**src/rtl/mc_controller.sv**
```systemverilog
// mc_controller: multi-cycle RV32I control unit.
// Sequences FETCH -> DECODE -> EXEC -> (MEM) -> (WB) -> FETCH. It traps on
// illegal encodings, misaligned loads/stores, and memory waits that reach TIMEOUT.
// Ports:
//   clk, reset            clock, synchronous active-high reset
//   instr                 instruction register contents
//   rs1_val, rs2_val      register read data for branch compare
//   addr_lo               ALU result bits [1:0] for alignment check
//   mem_ready             memory access completes this cycle
//   mem_req/mem_we/addr_sel/mem_size/mem_unsigned   memory control
//   ir_we/pc_we/reg_write strobes; pc_src/result_src datapath muxes
//   alu_src_a/alu_src_b/alu_control/imm_src        ALU and immediate control
//   fault/fault_cause     sticky trap indication; state = FSM encoding
module mc_controller #(
    parameter int unsigned XLEN    = 32,
    parameter int unsigned TIMEOUT = 255
) (
    input  logic            clk,
    input  logic            reset,
    input  logic [31:0]     instr,
    input  logic [XLEN-1:0] rs1_val,
    input  logic [XLEN-1:0] rs2_val,
    input  logic [1:0]      addr_lo,
    input  logic            mem_ready,
    output logic            mem_req,
    output logic            mem_we,
    output logic            addr_sel,
    output logic [1:0]      mem_size,
    output logic            mem_unsigned,
    output logic            ir_we,
    output logic            pc_we,
    output logic            reg_write,
    output logic [1:0]      pc_src,
    output logic [1:0]      result_src,
    output logic [1:0]      alu_src_a,
    output logic            alu_src_b,
    output logic [3:0]      alu_control,
    output logic [2:0]      imm_src,
    output logic            fault,
    output logic [1:0]      fault_cause,
    output logic [2:0]      state
);

    localparam int unsigned CW = $clog2(TIMEOUT + 1);

    typedef enum logic [2:0] {
        S_FETCH  = 3'd0,
        S_DECODE = 3'd1,
        S_EXEC   = 3'd2,
        S_MEM    = 3'd3,
        S_WB     = 3'd4,
        S_TRAP   = 3'd5
    } state_t;

    state_t        cur;
    logic [CW-1:0] wait_cnt;
    logic          fault_q;
    logic [1:0]    cause_q;

    // Instruction field decode
    logic [6:0] opcode;
    logic [2:0] f3;
    logic       f7b5;
    logic       is_lui, is_auipc, is_jal, is_jalr, is_branch;
    logic       is_load, is_store, is_opimm, is_op;
    logic       illegal, misaligned, taken, wait_expired;
    logic       unused_bits;

    assign opcode    = instr[6:0];
    assign f3        = instr[14:12];
    assign f7b5      = instr[30];
    assign unused_bits = ^{instr[31], instr[29:15], instr[11:7]};

    assign is_lui    = (opcode == 7'b0110111);
    assign is_auipc  = (opcode == 7'b0010111);
    assign is_jal    = (opcode == 7'b1101111);
    assign is_jalr   = (opcode == 7'b1100111);
    assign is_branch = (opcode == 7'b1100011);
    assign is_load   = (opcode == 7'b0000011);
    assign is_store  = (opcode == 7'b0100011);
    assign is_opimm  = (opcode == 7'b0010011);
    assign is_op     = (opcode == 7'b0110011);

    assign illegal = !(is_lui | is_auipc | is_jal | is_jalr | is_branch |
                       is_load | is_store | is_opimm | is_op)
                   | (is_branch & (f3 == 3'b010 || f3 == 3'b011))
                   | (is_load & (f3 == 3'b011 || f3 == 3'b110 || f3 == 3'b111))
                   | (is_store & (f3 > 3'b010));

    assign misaligned = ((f3[1:0] == 2'b01) & addr_lo[0])
                      | ((f3[1:0] == 2'b10) & (addr_lo != 2'b00));

    assign wait_expired = (wait_cnt == CW'(TIMEOUT - 1));

    // Branch condition evaluation
    always_comb begin
        taken = 1'b0;
        case (f3)
            3'b000:  taken = (rs1_val == rs2_val);
            3'b001:  taken = (rs1_val != rs2_val);
            3'b100:  taken = ($signed(rs1_val) <  $signed(rs2_val));
            3'b101:  taken = ($signed(rs1_val) >= $signed(rs2_val));
            3'b110:  taken = (rs1_val <  rs2_val);
            3'b111:  taken = (rs1_val >= rs2_val);
            default: taken = 1'b0;
        endcase
    end

    // State, wait counter and sticky fault registers
    always_ff @(posedge clk) begin
        if (reset) begin
            cur      <= S_FETCH;
            wait_cnt <= '0;
            fault_q  <= 1'b0;
            cause_q  <= 2'b00;
        end else begin
            case (cur)
                S_FETCH, S_MEM: begin
                    if (mem_ready) begin
                        wait_cnt <= '0;
                        if (cur == S_FETCH)  cur <= S_DECODE;
                        else if (is_load)    cur <= S_WB;
                        else                 cur <= S_FETCH;
                    end else if (wait_expired) begin
                        cur     <= S_TRAP;
                        fault_q <= 1'b1;
                        cause_q <= 2'b10;
                    end else begin
                        wait_cnt <= wait_cnt + CW'(1);
                    end
                end
                S_DECODE: begin
                    if (illegal) begin
                        cur     <= S_TRAP;
                        fault_q <= 1'b1;
                        cause_q <= 2'b01;
                    end else begin
                        cur <= S_EXEC;
                    end
                end
                S_EXEC: begin
                    if (is_branch | is_jal | is_jalr) begin
                        cur      <= S_FETCH;
                        wait_cnt <= '0;
                    end else if (is_load | is_store) begin
                        if (misaligned) begin
                            cur     <= S_TRAP;
                            fault_q <= 1'b1;
                            cause_q <= 2'b11;
                        end else begin
                            cur      <= S_MEM;
                            wait_cnt <= '0;
                        end
                    end else begin
                        cur <= S_WB;
                    end
                end
                S_WB: begin
                    cur      <= S_FETCH;
                    wait_cnt <= '0;
                end
                S_TRAP:  cur <= S_TRAP;
                default: cur <= S_FETCH;
            endcase
        end
    end

    // Output decode from current state and inputs
    always_comb begin
        mem_req      = 1'b0;
        mem_we       = 1'b0;
        addr_sel     = 1'b0;
        mem_size     = 2'b00;
        mem_unsigned = 1'b0;
        ir_we        = 1'b0;
        pc_we        = 1'b0;
        reg_write    = 1'b0;
        pc_src       = 2'b00;
        result_src   = 2'b00;
        alu_src_a    = 2'b00;
        alu_src_b    = 1'b0;
        alu_control  = 4'b0000;
        imm_src      = 3'b000;

        if (is_store)                imm_src = 3'b001;
        else if (is_branch)          imm_src = 3'b010;
        else if (is_lui | is_auipc)  imm_src = 3'b011;
        else if (is_jal)             imm_src = 3'b100;

        // ALU controls are meaningful only while the datapath computes
        if (cur == S_EXEC || cur == S_MEM || cur == S_WB) begin
            if (is_auipc)     alu_src_a = 2'b01;
            else if (is_lui)  alu_src_a = 2'b10;
            alu_src_b = !(is_op | is_branch);
            if (is_op)        alu_control = {f7b5, f3};
            else if (is_opimm) alu_control = {(f3 == 3'b101) & f7b5, f3};
        end

        case (cur)
            S_FETCH: begin
                mem_req  = 1'b1;
                mem_size = 2'b10;
                ir_we    = mem_ready;
            end
            S_EXEC: begin
                if (is_branch) begin
                    pc_we  = 1'b1;
                    pc_src = taken ? 2'b01 : 2'b00;
                end else if (is_jal | is_jalr) begin
                    reg_write  = 1'b1;
                    result_src = 2'b10;
                    pc_we      = 1'b1;
                    pc_src     = is_jal ? 2'b01 : 2'b10;
                end
            end
            S_MEM: begin
                mem_req      = 1'b1;
                addr_sel     = 1'b1;
                mem_we       = is_store;
                mem_size     = f3[1:0];
                mem_unsigned = f3[2];
                pc_we        = is_store & mem_ready;
            end
            S_WB: begin
                reg_write  = 1'b1;
                result_src = is_load ? 2'b01 : 2'b00;
                pc_we      = 1'b1;
            end
            default: ;
        endcase

        // No strobe may fire in a cycle where reset is being applied
        if (reset) begin
            mem_req   = 1'b0;
            mem_we    = 1'b0;
            ir_we     = 1'b0;
            pc_we     = 1'b0;
            reg_write = 1'b0;
        end
    end

    assign fault       = fault_q;
    assign fault_cause = cause_q;
    assign state       = cur;

endmodule

```
**config.mk**
```make
export PLATFORM = sky130hd
export DESIGN_NAME = mc_controller
export DESIGN_NICKNAME = d
export VERILOG_FILES = /design/src/rtl/mc_controller.sv
export SDC_FILE = /design/constraint.sdc
export NUM_CORES = 1
export LEC_CHECK = 0
export ABC_AREA = 1
export CORE_MARGIN = 2
export CORE_UTILIZATION = 39
export DETAILED_ROUTE_END_ITERATION = 8
export GPL_ROUTABILITY_DRIVEN = 1
export PLACE_DENSITY = 0.84
export RECOVER_POWER = 50
export SYNTH_ARGS = -nofsm -noshare
export SYNTH_HDL_FRONTEND = slang
export SYNTH_SLANG_ARGS = --single-unit
```
**constraint.sdc**
```tcl
create_clock -name clk -period 3.2 [get_ports clk]
set_input_delay 0.64 -clock clk [delete_from_list [all_inputs] [get_ports clk]]
set_output_delay 0.64 -clock clk [all_outputs]
set_load 0.03 [all_outputs]
```
---- Yosys cells after proc, flatten, opt, wreduce, memory -nomap -nowiden ----
Cells that the tools add are included.
storage, ports and cells
  register bits ........................... 14
  output and inout bits ................... 29
cells by class
  bitwise operators ....................... 24
  magnitude comparators ................... 5
  equal/unequal tests ..................... 36
  add/sub/neg operators ................... 1
  reduce and logical (&&, ||, !) cells .... 15
  multiplexer cells ....................... 66
operator list
  kind                 count
  $ge 32x32->1         2
  $lt 32x32->1         2
  $mux 8               5
  $mux 3               12
  $eq 32x32->1         1
  $ne 32x32->1         1
  $mux 2               15
  $pmux 8 s3           1
  $mux 1               22
  $eq 7x6->1 const B   3
  $eq 7x7->1 const B   3
  $eq 3x3->1 const B   6
  $or 1x1->1           17
  $eq 7x5->1 const B   2
  $eq 3x2->1 const B   4
  $mux 4               3
  $pmux 3 s4           1
  $ne 2x2->1 const B   5
  $ne 3x3->1 const B   3
  $add 8x1->8 const B  1
  $eq 8x8->1 const B   1
  $pmux 2 s2           2
  $and 1x1->1          7
  $eq 7x2->1 const B   1
  18 further kinds     27

---- Logic depth before layout (Yosys ltp) ----
  word-level depth ........................ 15
  mapped depth ............................ 19
  depth with buffers taken out ............ 19

---- Least setup slack after synthesis ----
OpenSTA, ideal clock, no wires.
  path type ............................... input -> output
  from .................................... input rs2_val[31]
  to ...................................... output pc_src[0]
  required time ........................... 2.560 ns
  path buffers ............................ 0
  path slack .............................. 0.278 ns
  cell stages on the path ................. 14
  arrival time ............................ 2.282 ns
  cell sequence ........................... inv_1 -> ha_1 -> nand2_1 -> nor2_2 -> nand2_1 -> nor3b_2 -> nand2_1 -> nand2_1 -> nand2_1 -> nand3_1 -> nand2_1 -> clkinv_1 -> nor2_1 -> nor2_1
on the way
  cells in the longest elaborated chain, start to end .. 5
RTL lines
  what                                  RTL line  text
  start: declaration                    22        input logic [XLEN-1:0] rs2_val,
  $ge 32x32->1 (tied with other cells)  104       3'b111: taken = (rs1_val >= rs2_val);
  $pmux 1 s6 *                          98        case (f3)
  $mux 1 *                              208       pc_src = taken ? 2'b01 : 2'b00;
  $mux 2 *                              206       if (is_branch) begin
  $mux 2 *                              199       case (cur)
  end: declaration                      33        output logic [1:0] pc_src,
Mark *: on every way between the ends. The rest lies on a longest branch, timed or not.

---- Worst setup path after layout ----
  from .................................... input rs1_val[11]
  to ...................................... output pc_src[0]
on the way
  cells in the longest elaborated chain, start to end .. 5
RTL lines
  what                                  RTL line  text
  start: declaration                    21        input logic [XLEN-1:0] rs1_val,
  $ge 32x32->1 (tied with other cells)  104
  $pmux 1 s6 *                          98
  $mux 1 *                              208
  $mux 2 *                              206
  $mux 2 *                              199
Marked as above.

==> flow_metrics.tcl <==
set metrics [dict create \
    status "finished with violations" \
    violations "negative setup slack" \
    final_cell_mix "nand2_1 (63), inv_1 (57), nor2_1 (39)" \
    wl_per_cell_microns 13.6 \
    drcViolationCount 0 \
    cp-start-kind "primary input" \
    cp.required_ns 2.56 \
    grt_max_degree 11 \
    syn_avg_cell_area_sq_um 6.08 \
    cap_violations 0 \
    grt_remaining_overflow 0 \
    slew_headroom 0.611 \
    grt_pass1_vias 2780 \
    drive_above_1_share 0.259 \
    root_buffer "clkbuf_8" \
    post-route-period-util 1.01 \
    hold_viol_final 0 \
    netlist_instances 365 \
    initial_core_util 0.403 \
    routed_via_density 4.96 \
    clk_latency_ns 0.25 \
    worst_pin_slew_ns 0.578 \
    diodes 0 \
    synth_nets 500 \
    final_antenna_net_count 0 \
    synth_area_sq_um 2220 \
    grt_pass1_wl_mm 11.9 \
    p_leak_nw 2.07 \
    port_buffers 108 \
    gp_congestion 0.863 \
    cts_tree "built" \
    fmax_mhz 309 \
    dr.first_iter.drc_count 72 \
    synth_top_cell_area_share 0.192 \
    multi_input_area_sq_um 1980 \
    cts_buffers 3 \
    clockBufferDepth 2 \
    arrival_ns 2.59 \
    yosys_warnings 0 \
    synth_top_cell_by_area "ha_1" \
    hold_path.class "reg -> reg" \
    period_minus_slack_ns 3.23 \
    ys.flop_type "dfxtp_1" \
    setup-violations-final 1 \
    synth.distinct_cells 36 \
    setup_slack_ns -0.0333 \
    syn_to_final_growth_pct 76.0 \
    worstPathMaxFanout 4 \
    synthTopCellsByArea "ha_1 (19%), nand2_1 (13%), inv_1 (13%)" \
    drt-total-wl_mm 7.62 \
    rrSetupSlack_ns 0.99 \
    power_density_nw_per_um2 362 \
    ys_seq_area_frac 0.126 \
    cts.clk_slew.worst_paths_ns 0.06 \
    htreeDepth 1 \
    grt_usage 0.229 \
    coreArea_sq_um 5510 \
    dp_slack_ns -0.235 \
    ir_drop_mv 0.407 \
    final_common_cell "nand2_1" \
    dieArea_sq_um 6310 \
    async_flop_share 0 \
    end_kind "primary output" \
    path_class "in -> out" \
    fin_tns_setup_ns -0.0333 \
    seqCellArea_sq_um 280 \
    fin_skew_ns 0.00102 \
    chipHeight_microns 79.4 \
    rsz0062_at_grt "yes" \
    n_fill_cell 416 \
    ys_seq_elements 14 \
    cts_sinks 14 \
    drv_slew 0 \
    nets 626 \
    antenna_found_initial 0 \
    num_io_pins 130 \
    rows 27 \
    hpwlAfterDp_mm 5.47 \
    vias 2790 \
    dr.pass1.iters 4 \
    die_w_microns 79.4 \
    synth_edf_count 0 \
]
cells by family (layout without fill, tap and decap cells):
logic type | Yosys count | count (layout) | synth area share
buffers and inverters | 85 | 210 | 0.145
xor gates and xnor gates | 3 | 3 | 0.0118
adders and majority gates | 34 | 34 | 0.192
AOI/OAI and AO/OA | 48 | 48 | 0.140
and+or+nand+nor | 181 | 181 | 0.385
DFF | 14 | 14 | 0.126
worst paths after layout:
path | from | end | cells after the start
worst max-delay path | rs1_val[11] | pc_src[0] | 16
worst min-delay path | fault$_SDFFE_PP0P_ | fault$_SDFFE_PP0P_ | 2
worst min register to register | fault$_SDFFE_PP0P_ | fault$_SDFFE_PP0P_ | 2
worst max register to register | state[0]$_SDFFE_PP0P_ | wait_cnt[2]$_SDFFE_PP0P_ | 11
metrics by stage:
step | power [W] | cells | instance area [sq um] | util | hold slack [ns]
after detailed placement | 0.00121 | 552 | 3430 | 0.623 | 0.444
after global routing | 0.00152 | 562 | 3910 | 0.709 | 0.471
after CTS | 0.00142 | 561 | 3760 | 0.682 | 0.452
after floorplan | 0.000872 | 365 | 2220 | - | 0.461
final | 0.00141 | 562 | 3910 | 0.709 | 0.444
after global placement | 0.00119 | 552 | 3430 | 0.623 | 0.442
metal layers:
| layer | routed length (microns) | track usage | up-vias |
|---|---|---|---|
| li1 | - | - | 1410 |
| met4 | 157 | 0.0569 | 0 |
| met5 | 0 | 0 | - |
| met2 | 3900 | 0.423 | 107 |
| met3 | 435 | 0.0373 | 14 |
| met1 | 3130 | 0.274 | 1259 |
power breakdown:
part	total [W]	internal, W	switching [W]
logic	0.000975	0.000384	0.000591
registers	0.000266	0.000220	0.0000461
clock network	0.000172	0.000109	0.0000625
total	0.00141	0.000713	0.000699
cells in the mapped netlist, types with 2 or more instances:
cell type and count:
nand4_1 4, o21ai_1 2, a21oi_1 22, nor3_1 17, nor2_4 4, ha_1 34, clkinv_1 2, o211ai_1 2
nor2_1 45, xor2_1 2, a211oi_2 2, nand2_4 4, dfxtp_1 14, nand2_2 5, nand2_1 76, inv_2 6
nor2_2 7, o21ai_0 10, inv_1 75, nand3_1 14, o21a_1 3
state kept, by name, indices dropped and copies added, names as in the netlist:
name and flops:
wait_cnt 8, fault 1, state 3, fault_cause 2
worst max-delay path, stage by stage:
cell and delay, ns:
clkdlybuf4s50_1 0.46, ha_4 0.32, nand2_1 0.06, nor2_1 0.13
nand2_2 0.09, inv_1 0.05, nand2_1 0.05, nand2_2 0.09
nand2_4 0.07, buf_4 0.15, nand3_2 0.05, nand3_2 0.06
nand3_2 0.07, nor2_2 0.03, nor2_1 0.09, buf_4 0.17
what timing repair did:
action                                  4_1_cts  5_1_grt
gates resized for setup                      88       48
endpoints found under the setup margin        1        5
pin swaps                                    53       31
buffers inserted                              5        1
hold buffers                                  0        0
layout make-up:
cell class              instances  area share
clock buffers                   4      0.0141
inverters                      84      0.0817
multi-input cells             266       0.507
flip-flops and latches         14      0.0717
well taps                      72      0.0231
repair buffers                122       0.302
No activity file was read; power rests on OpenSTA's default activity.
